<file path="src/rtl/abc_sum_square.sv">
// Sequencer for two A/D converters sharing one start line: converts x and y,
// then hands q = (x+y)^2 to a consumer over an active-low dav_/rfd handshake.
module abc_sum_square (
  input  logic        clock,
  input  logic        reset_,
  input  logic [7:0]  x,
  input  logic [7:0]  y,
  input  logic        eocx,
  input  logic        eocy,
  input  logic        rfd,
  output logic        soc,
  output logic [31:0] q,
  output logic        dav_,
  output logic [2:0]  state_dbg_o
);

  // Handshake: dav_ falls only after q has been stable for a clock; the
  // consumer must complete rfd 1->0->1 before the next conversion starts.
  typedef enum logic [2:0] {
    S0_WAIT_IDLE    = 3'd0,
    S1_START        = 3'd1,
    S2_WAIT_DATA    = 3'd2,
    S3_READY_WAIT   = 3'd3,
    S4_OUT          = 3'd4,
    S5_WAIT_ACK_END = 3'd5
  } state_t;

  state_t      state_q, state_d;
  logic        soc_q, soc_d;
  logic        dav_q, dav_d;
  logic [17:0] sq_q, sq_d;
  logic [8:0]  sum;
  logic [17:0] square;

  assign sum    = {1'b0, x} + {1'b0, y};
  assign square = {9'b0, sum} * {9'b0, sum};

  always_ff @(posedge clock or negedge reset_) begin
    if (!reset_) begin
      state_q <= S0_WAIT_IDLE;
      soc_q   <= 1'b0;
      dav_q   <= 1'b1;
      sq_q    <= 18'd0;
    end else begin
      state_q <= state_d;
      soc_q   <= soc_d;
      dav_q   <= dav_d;
      sq_q    <= sq_d;
    end
  end

  always_comb begin
    state_d = state_q;
    soc_d   = soc_q;
    dav_d   = dav_q;
    sq_d    = sq_q;
    case (state_q)
      S0_WAIT_IDLE: begin
        if (eocx && eocy) begin
          soc_d   = 1'b1;
          state_d = S1_START;
        end
      end
      S1_START: begin
        // Converters may acknowledge on different cycles; hold soc for both.
        if (!eocx && !eocy) begin
          soc_d   = 1'b0;
          state_d = S2_WAIT_DATA;
        end
      end
      S2_WAIT_DATA: begin
        if (eocx && eocy) begin
          sq_d    = square;
          state_d = S3_READY_WAIT;
        end
      end
      S3_READY_WAIT: begin
        if (rfd) begin
          dav_d   = 1'b0;
          state_d = S4_OUT;
        end
      end
      S4_OUT: begin
        if (!rfd) begin
          dav_d   = 1'b1;
          state_d = S5_WAIT_ACK_END;
        end
      end
      S5_WAIT_ACK_END: begin
        if (rfd) state_d = S0_WAIT_IDLE;
      end
      default: begin
        state_d = S0_WAIT_IDLE;
        soc_d   = 1'b0;
        dav_d   = 1'b1;
      end
    endcase
  end

  assign soc         = soc_q;
  assign dav_        = dav_q;
  assign q           = {14'd0, sq_q};
  assign state_dbg_o = state_q;

endmodule

</file>
<file path="config.mk">
export PLATFORM = sky130hd
export DESIGN_NAME = abc_sum_square
export DESIGN_NICKNAME = d
export VERILOG_FILES = /design/src/rtl/abc_sum_square.sv
export SDC_FILE = /design/constraint.sdc
export NUM_CORES = 1
export LEC_CHECK = 0
export CORE_MARGIN = 4
export CORE_UTILIZATION = 40
export CTS_CLUSTER_SIZE = 14
export DETAILED_ROUTE_END_ITERATION = 8
export SYNTH_ARGS = -nofsm -noshare
export SYNTH_HDL_FRONTEND = slang
export SYNTH_SLANG_ARGS = --single-unit
</file>
<file path="constraint.sdc">
create_clock -name clock -period 1.6 [get_ports clock]
set_input_delay 0.32 -clock clock [delete_from_list [all_inputs] [get_ports clock]]
set_output_delay 0.32 -clock clock [all_outputs]
set_load 0.01 [all_outputs]
</file>
==> results.json, run 1 <==
{
  "critical_path.endpoint_type": "flip-flop",
  "grt_pass1_wl_mm": 14.3,
  "violations": "setup timing",
  "status": "complete, but fails checks",
  "num_vias": 3250,
  "die_h_um": 101,
  "cap_viol_max_count": 0,
  "clk_pin_slew_ns": 0.08,
  "vias_per_cell": 4.87,
  "critPathKind": "primary input to flip-flop",
  "fill_cells": 681,
  "final_hold_viol_count": 0,
  "r2r_cells": 4,
  "netlist_area_um2": 3440,
  "clk_latency_ns": 0.26,
  "pin_count": 58,
  "cts.sinks": 22,
  "layout_min_cycle_time_ns": 5.20,
  "dr.pass1.iters": 4,
  "worst_path_max_delay_cell": "fa_2",
  "multi_input_area_um2": 3060,
  "grt_pass1_vias": 3187,
  "cpLargestDelayFamily": "adder cells",
  "clock.fmax_ghz": 0.192,
  "yosysMostFrequentCell": "inv_1",
  "r2r-end": "sq_q[4]",
  "ys_types": 49,
  "postPlaceCellArea_um2": 4710,
  "coreArea_um2": 8300,
  "place_congestion": 0.861,
  "hpwl_mm": 6.68,
  "maxSlewViolCount": 0,
  "finalSetupViolations": 15,
  "r2r-start": "state_dbg_o[2]",
  "wl_per_cell_um": 12.7,
  "clockBufferDepth": 2,
  "drtIter0Drc": 117,
  "async_flop_share": 1.00,
  "ctsHtreeMaxLevel": 1,
  "yosys-top-cells-count": "78 x inv_1, 39 x ha_1, 39 x nand2_1",
  "grt_use_total": 0.169,
  "seq_area_um2": 556,
  "min_path_type": "primary input to async pin",
  "layout-drive-gt1-share": 0.423,
  "fin_ws_ns": -3.60,
  "synthTopCellsByArea": "fa_1 21%, dfrtp_1 15%, ha_1 14%",
  "root_buffer": "clkbuf_8",
  "cp.required_ns": 1.75,
  "worst-path-buf-inv": 8,
  "holdBufCountCts": 0,
  "max_stage_delay_ns": 0.53,
  "synth_area_leader_cell": "fa_1",
  "synth_seq_cells": 22,
  "syn_avg_cell_area_um2": 8.37,
  "crit_fanout": 5,
  "finalClockSkew_ns": 0.00460,
  "overflow": 0,
  "initial_core_util": 0.415,
  "cts_tree": "built",
  "synth-main-ff-cell": "dfrtp_1",
  "detail_route.wirelength_mm": 8.47,
  "synth_warnings": 0,
  "die_area_um2": 10200,
  "yosysSeqAreaShare": 0.160,
  "synth_cells": 411,
  "tritoncts.num_buffers": 3,
  "antenna_found_initial": 0,
  "antenna_left": 0,
  "numPortBuffers": 42,
  "synth_top_area_share": 0.209,
  "synth_edf_count": 0,
  "area_delta_synth_final_pct": 59.0,
  "startpoint_type": "primary input",
  "period_share": 3.25,
  "rsz0062_at_grt": "yes",
  "fin_nets": 659,
  "rows": 33,
  "r2r_setup_slack_ns": 0.25,
  "worstPathArrival_ns": 5.35,
  "design_area_um2": 5470,
  "diodes": 0,
  "drc": 0,
  "grt_max_degree": 34,
  "die_x_um": 101
}
[registers in the layout, indices dropped and copies added, names as in the netlist]
signal	cells
dav_	1
sq_q	17
state_dbg_o	3
soc	1
[final cells by class]
type,count,share of cell area
Inverter,79,0.0560
Sequential cell,22,0.102
Clock buffer,3,0.00755
Timing Repair Buffer,156,0.245
Clock inverter,1,0.00549
Multi-Input combinational cell,301,0.560
Tap cell,105,0.0240
[layout by cell type, fill, tap and decap left out, types with 5 or more instances in the layout]
cell	synthesis	routed
xnor2_2	1	6
inv_1	78	60
fa_1	36	30
ha_4	0	11
clkdlybuf4s50_1	0	28
nor2_1	24	20
o21ai_1	0	11
buf_6	0	22
fa_2	0	6
nand2_1	39	32
o21a_1	7	7
nand2_2	1	5
a21o_1	6	6
dfrtp_1	21	18
nor3_1	9	5
a21oi_1	18	9
ha_1	39	28
and2_1	11	5
a21oi_2	1	7
conb_1	1	15
and2_4	0	6
buf_4	15	94
inv_2	1	17
[what timing repair did]
action,in CTS,in global routing
setup endpoints to repair,20,17
gates resized for setup,83,75
pin swaps,55,79
setup buffers,21,14
[per-stage QoR]
stage | hold slack (ns) | setup TNS (ns) | setup slack, ns | std cells | util
floorplan | 0.0244 | -42.45 | -3.57 | 425 | -
global placement | 0.471 | -53.71 | -4.20 | 631 | 0.567
detailed placement | 0.465 | -55.56 | -4.35 | 631 | 0.567
CTS | 0.400 | -44.34 | -3.62 | 656 | 0.619
global route | 0.428 | -46.76 | -3.79 | 667 | 0.659
finish | 0.395 | -44.34 | -3.60 | 667 | 0.659
[logic make-up after synthesis]
logic type	count (synthesis)	synth area share
and+or+nand+nor	107	0.145
buffers and inverters	102	0.128
AOI/OAI and AO/OA	82	0.154
adders and majority gates	75	0.351
DFF	22	0.160
xor gates and xnor gates	18	0.0480
muxes	4	0.0127
other	1	0.00109
[worst register-to-register path, stage by stage (launching register included)]
cell     delay [ns]
dfrtp_2        0.46
nor3_1         0.19
nand2_1        0.11
buf_12         0.18
mux2_4         0.30
[how the worst max path moves through the flow]
| stage | from | end | slack (ns) | cells after the start |
|---|---|---|---|---|
| 2_1_floorplan | y[0] | sq_q[14] | -3.57 | 22 |
| 3_3_place_gp | y[1] | sq_q[14] | -4.20 | 21 |
| 3_5_place_dp | y[1] | sq_q[14] | -4.35 | 21 |
| 4_1_cts | x[0] | sq_q[14] | -3.62 | 23 |
| 5_1_grt | x[0] | sq_q[17] | -3.79 | 26 |
| 6_report | y[0] | sq_q[17] | -3.60 | 26 |
[per-layer routing]
metal	wire (µm)	up-vias	GRT usage
met5	0	-	0
met2	4530	52	0.294
met4	19	0	0.0187
li1	-	1610	-
met3	277	2	0.0173
met1	3640	1586	0.234
Power of run 1 is not shown: default switching activity piles up to over one toggle a cycle in this logic, so the estimate is an artifact.
==> run 2: changes to the inputs <==
--- a/config.mk
+++ b/config.mk
@@ -6,9 +6,10 @@
 export NUM_CORES = 1
 export LEC_CHECK = 0
 export CORE_MARGIN = 4
-export CORE_UTILIZATION = 40
+export CORE_UTILIZATION = 55
 export CTS_CLUSTER_SIZE = 14
 export DETAILED_ROUTE_END_ITERATION = 8
+export PLACE_DENSITY = 0.82
 export SYNTH_ARGS = -nofsm -noshare
 export SYNTH_HDL_FRONTEND = slang
 export SYNTH_SLANG_ARGS = --single-unit
==> run 2 against run 1 <==
The run still ends with setup timing left. Global-route usage is 17 points higher. Clock-buffer cell count stayed put. Die area is 25% lower. Maximum frequency is 9.0% lower. Flip-flop and latch count stayed put. Non-clock buffer count is 6 higher. Critical endpoint is now sq_q[10].
==> results.json, run 2 (synthesized netlist as in run 1, its figures left out) <==
{
  "drc": 0,
  "critPathKind": "primary input to flip-flop",
  "holdBufCountCts": 0,
  "overflow": 0,
  "cts.sinks": 22,
  "violations": "setup timing",
  "place_congestion": 0.853,
  "tritoncts.num_buffers": 3,
  "final_cell_mix": "104 x buf_4, 64 x inv_1, 33 x nand2_1",
  "wl_per_cell_um": 24.8,
  "critical_path.endpoint_type": "flip-flop",
  "layout_min_cycle_time_ns": 5.71,
  "worst_path_max_delay_cell": "fa_2",
  "critPathMostFrequentCell": "buf_4",
  "rsz0062_at_grt": "yes",
  "maxSlewViolCount": 0,
  "startpoint_type": "primary input",
  "numPortBuffers": 42,
  "clockBufferDepth": 2,
  "min_path_type": "primary input to async pin",
  "hpwl_mm": 7.38,
  "area_delta_synth_final_pct": 59.3,
  "utilization": 0.915,
  "grt_pass1_vias": 4074,
  "fill_cells": 201,
  "multi_input_area_um2": 3070,
  "cp_cell_sequence": "buf_8 > ha_4 > buf_4 > a211oi_4 > o211ai_1 > buf_4 > a31oi_4 > xnor2_2 > buf_4 > nand2_1 > fa_2 > inv_1 > fa_1 > inv_1 > fa_1 > fa_1 > inv_2 > ha_4 > buf_4 > o21a_1 > buf_6 > o21a_1 > o21a_1 > o31ai_1",
  "cts_tree": "built",
  "ctsHtreeMaxLevel": 1,
  "grt_max_degree": 34,
  "die_x_um": 87.1,
  "fin_ws_ns": -4.11,
  "largest_reg_flops": 17,
  "r2r-end": "sq_q[10]",
  "num_vias": 4187,
  "finalSetupViolations": 15,
  "clock.fmax_ghz": 0.175,
  "antenna_found_initial": 0,
  "period_share": 3.57,
  "worstPathArrival_ns": 5.86,
  "initial_core_util": 0.575,
  "pin_count": 58,
  "grt_pass1_wl_mm": 19.7,
  "fin_nets": 665,
  "top_register": "sq_q",
  "dr.pass1.iters": 5,
  "crit_start": "y[0]",
  "antenna_left": 0,
  "drtIter0Drc": 548,
  "rows": 28,
  "clk_pin_slew_ns": 0.09,
  "max_stage_delay_ns": 0.63,
  "vias_per_cell": 6.51,
  "r2r_cells": 4,
  "finalClockSkew_ns": 0.00854,
  "cap_viol_max_count": 0,
  "crit_fanout": 4,
  "root_buffer": "clkbuf_8",
  "layout_commonest_cell": "buf_4",
  "cp.required_ns": 1.75,
  "r2r-start": "state_dbg_o[0]",
  "coreArea_um2": 5990,
  "layout-drive-gt1-share": 0.421,
  "status": "complete, but fails checks",
  "detail_route.wirelength_mm": 16.0,
  "die_h_um": 87.1,
  "grt_use_total": 0.336,
  "die_area_um2": 7590,
  "seq_area_um2": 554,
  "diodes": 0,
  "final_hold_viol_count": 0,
  "r2r_setup_slack_ns": 0.13,
  "clk_latency_ns": 0.27
}
-- run 2: cell types whose count changed in the layout (fill, tap and decap cells not counted), moves of 4 or more --
cell / previous run / this run
buf_4: 94 / 104
clkbuf_2: 4 / 0
inv_1: 60 / 64
ha_1: 28 / 24
buf_6: 22 / 16
-- run 2: metrics by stage --
step | setup slack (ns) | cell area, µm² | setup TNS (ns) | std cells | hold WS (ns)
after floorplan | -3.57 | 3670 | -42.45 | 425 | 0.0244
after global placement | -4.34 | 4680 | -55.10 | 603 | 0.470
after detailed placement | -4.51 | 4680 | -57.70 | 603 | 0.476
after CTS | -3.65 | 5170 | -44.47 | 628 | 0.406
after global routing | -4.15 | 5480 | -50.36 | 643 | 0.427
final | -4.11 | 5480 | -49.47 | 643 | 0.409
-- run 2: worst max-delay path, delay by kind of cell --
kind	cells	cell delay (ns)
AND/OR/NAND/NOR	1	0.10
XOR/XNOR	1	0.19
adder cells (fa/ha/maj)	6	2.54
AO/OA/AOI/OAI	7	1.53
buffers and inverters	9	1.16
-- run 2: cell type report --
cell class | count | area share
sequential | 22 | 0.101
timing repair buffer | 162 | 0.254
clock buffer | 3 | 0.00753
clock inverter | 1 | 0.00548
multi-input combinational | 301 | 0.561
inverter | 79 | 0.0541
tap | 75 | 0.0171
-- run 2: worst max-delay path by stage --
stage	slack (ns)	end
2_1_floorplan	-3.57	sq_q[14]
3_3_place_gp	-4.34	sq_q[14]
3_5_place_dp	-4.51	sq_q[14]
4_1_cts	-3.65	sq_q[14]
5_1_grt	-4.15	sq_q[14]
6_report	-4.11	sq_q[10]
-- run 2: metal layers --
layer	track usage	vias to the layer above	part of all wire
li1	-	1617	-
met3	0.0568	181	0.11
met2	0.617	441	0.48
met4	0.218	0	0.10
met1	0.348	1948	0.31
met5	0	-	0
-- run 2: timing repair --
| item | CTS | global route |
|---|---|---|
| gates resized for setup | 100 | 49 |
| buffers inserted | 21 | 17 |
| pin swaps | 57 | 59 |
| setup endpoints to repair | 19 | 17 |
| hold endpoints to repair | 0 | 0 |
Power of run 2 is left out for the same reason.
==> run 3: changes to the inputs <==
--- a/config.mk
+++ b/config.mk
@@ -5,11 +5,13 @@
 export SDC_FILE = /design/constraint.sdc
 export NUM_CORES = 1
 export LEC_CHECK = 0
+export CORE_ASPECT_RATIO = 1.1
 export CORE_MARGIN = 4
 export CORE_UTILIZATION = 55
 export CTS_CLUSTER_SIZE = 14
 export DETAILED_ROUTE_END_ITERATION = 8
 export PLACE_DENSITY = 0.82
+export SLEW_MARGIN = 20
 export SYNTH_ARGS = -nofsm -noshare
 export SYNTH_HDL_FRONTEND = slang
 export SYNTH_SLANG_ARGS = --single-unit
==> run 3 against run 2 <==
The flow still finishes with violations (setup timing). Core utilization rose by 2.1 points. Highest routed layer unchanged. Maximum frequency rose by 1.2%. Global-route usage fell by 2.0 points. Register-to-register slack got worse by 0.09 ns.
==> results.json, run 3 (synthesized netlist as in run 1, its figures left out) <==
{
  "die_h_um": 91.0,
  "hpwl_mm": 7.27,
  "dr.pass1.iters": 7,
  "detail_route.wirelength_mm": 16.5,
  "fin_ws_ns": -4.05,
  "layout_min_cycle_time_ns": 5.65,
  "period_share": 3.53,
  "worst_pin_slew_ns": 0.507,
  "grt_pass1_wl_mm": 19.3,
  "drc": 0,
  "worstPathArrival_ns": 5.81,
  "layout_commonest_cell": "buf_4",
  "postPlaceCellArea_um2": 4710,
  "startpoint_type": "primary input",
  "wl_per_cell_um": 25.7,
  "tritoncts.num_buffers": 3,
  "place_congestion": 0.894,
  "pin_count": 58,
  "clock.fmax_ghz": 0.177,
  "numPortBuffers": 42,
  "finalClockSkew_ns": 0.00984,
  "r2r-end": "state_dbg_o[0]",
  "die_x_um": 83.4,
  "antenna_found_initial": 0,
  "r2r_setup_slack_ns": 0.04,
  "dp_worst_setup_slack_ns": -4.32,
  "rsz0062_at_grt": "yes",
  "vias_per_cell": 6.47,
  "ctsHtreeMaxLevel": 1,
  "critical_path.endpoint_type": "flip-flop",
  "status": "complete, but fails checks",
  "crit_fanout": 4,
  "clk_latency_ns": 0.27,
  "antenna_left": 0,
  "clk_pin_slew_ns": 0.10,
  "grt_use_total": 0.316,
  "placedCellCount": 608,
  "stdcell_count": 642,
  "cts.sinks": 22,
  "top_register": "sq_q",
  "cts_tree": "built",
  "r2r-start": "state_dbg_o[1]",
  "r2r_cells": 5,
  "finalSetupViolations": 17,
  "area_delta_synth_final_pct": 60.9,
  "grt_max_degree": 33,
  "finalSetupTns_ns": -49.82,
  "violations": "setup timing",
  "clockBufferDepth": 2,
  "holdBufCountCts": 0,
  "final_hold_viol_count": 0,
  "root_buffer": "clkbuf_8",
  "grt_pass1_vias": 4005,
  "design_area_um2": 5540,
  "coreArea_um2": 5910,
  "overflow": 0,
  "max_slew_margin": 0.660,
  "rows": 29,
  "cp.required_ns": 1.76,
  "drtIter0Drc": 502,
  "die_area_um2": 7590,
  "cap_viol_max_count": 0,
  "layout-drive-gt1-share": 0.412,
  "largest_reg_flops": 17,
  "fill_cells": 187,
  "fin_nets": 662,
  "final_cell_mix": "103 x buf_4, 65 x inv_1, 33 x nand2_1",
  "critPathKind": "primary input to flip-flop",
  "maxSlewViolCount": 0,
  "diodes": 0,
  "num_vias": 4156,
  "initial_core_util": 0.582,
  "min_path_type": "primary input to async pin"
}
## run 3: final cells by class
type	instances	area (µm²)	share of cell area
Clock buffer	3	41.3	0.00746
Clock inverter	1	30.0	0.00542
Inverter	79	302	0.0545
Multi-Input combinational cell	301	3160	0.571
Sequential cell	22	554	0.100
Tap cell	77	96.3	0.0174
Timing Repair Buffer	159	1350	0.244
## run 3: metrics by stage
step	utilization	hold slack [ns]
floorplan	-	0.0244
global placement	0.796	0.468
detailed placement	0.796	0.473
CTS	0.856	0.399
global route	0.936	0.444
finish	0.936	0.396
## run 3: layer usage
metal  part of all wire  GRT usage
met5                  0          0
met4               0.11      0.180
met3              0.094     0.0489
met2               0.48      0.591
met1               0.32      0.335
## run 3: worst max path at each step
stage          slack, ns  start  endpoint
2_1_floorplan      -3.57   y[0]  sq_q[14]
3_3_place_gp       -4.26   y[1]  sq_q[14]
3_5_place_dp       -4.32   y[1]  sq_q[10]
4_1_cts            -3.66   y[0]  sq_q[10]
5_1_grt            -4.17   x[0]  sq_q[13]
6_report           -4.05   y[3]  sq_q[15]
## run 3: worst max-delay path: stages
cell and delay [ns]:
dlygate4sd2_1 0.27, ha_4 0.30, o21ai_0 0.16, o21bai_2 0.20
a21oi_2 0.11, buf_4 0.15, o21ai_4 0.15, a21o_1 0.24
nand2_2 0.11, fa_2 0.64, inv_2 0.08, fa_1 0.49
inv_2 0.11, fa_2 0.47, fa_1 0.54, inv_2 0.05
ha_4 0.32, nand3_4 0.14, a21boi_4 0.21, buf_4 0.15
o21ai_2 0.09, a21oi_2 0.20, mux2i_1 0.22, nand2_1 0.07
## run 3: timing repair
action	4_1_cts	5_1_grt
gates resized for setup	68	75
setup buffers	16	15
pin swaps	42	53
setup endpoints to repair	19	18
Power of run 3 is left out for the same reason.
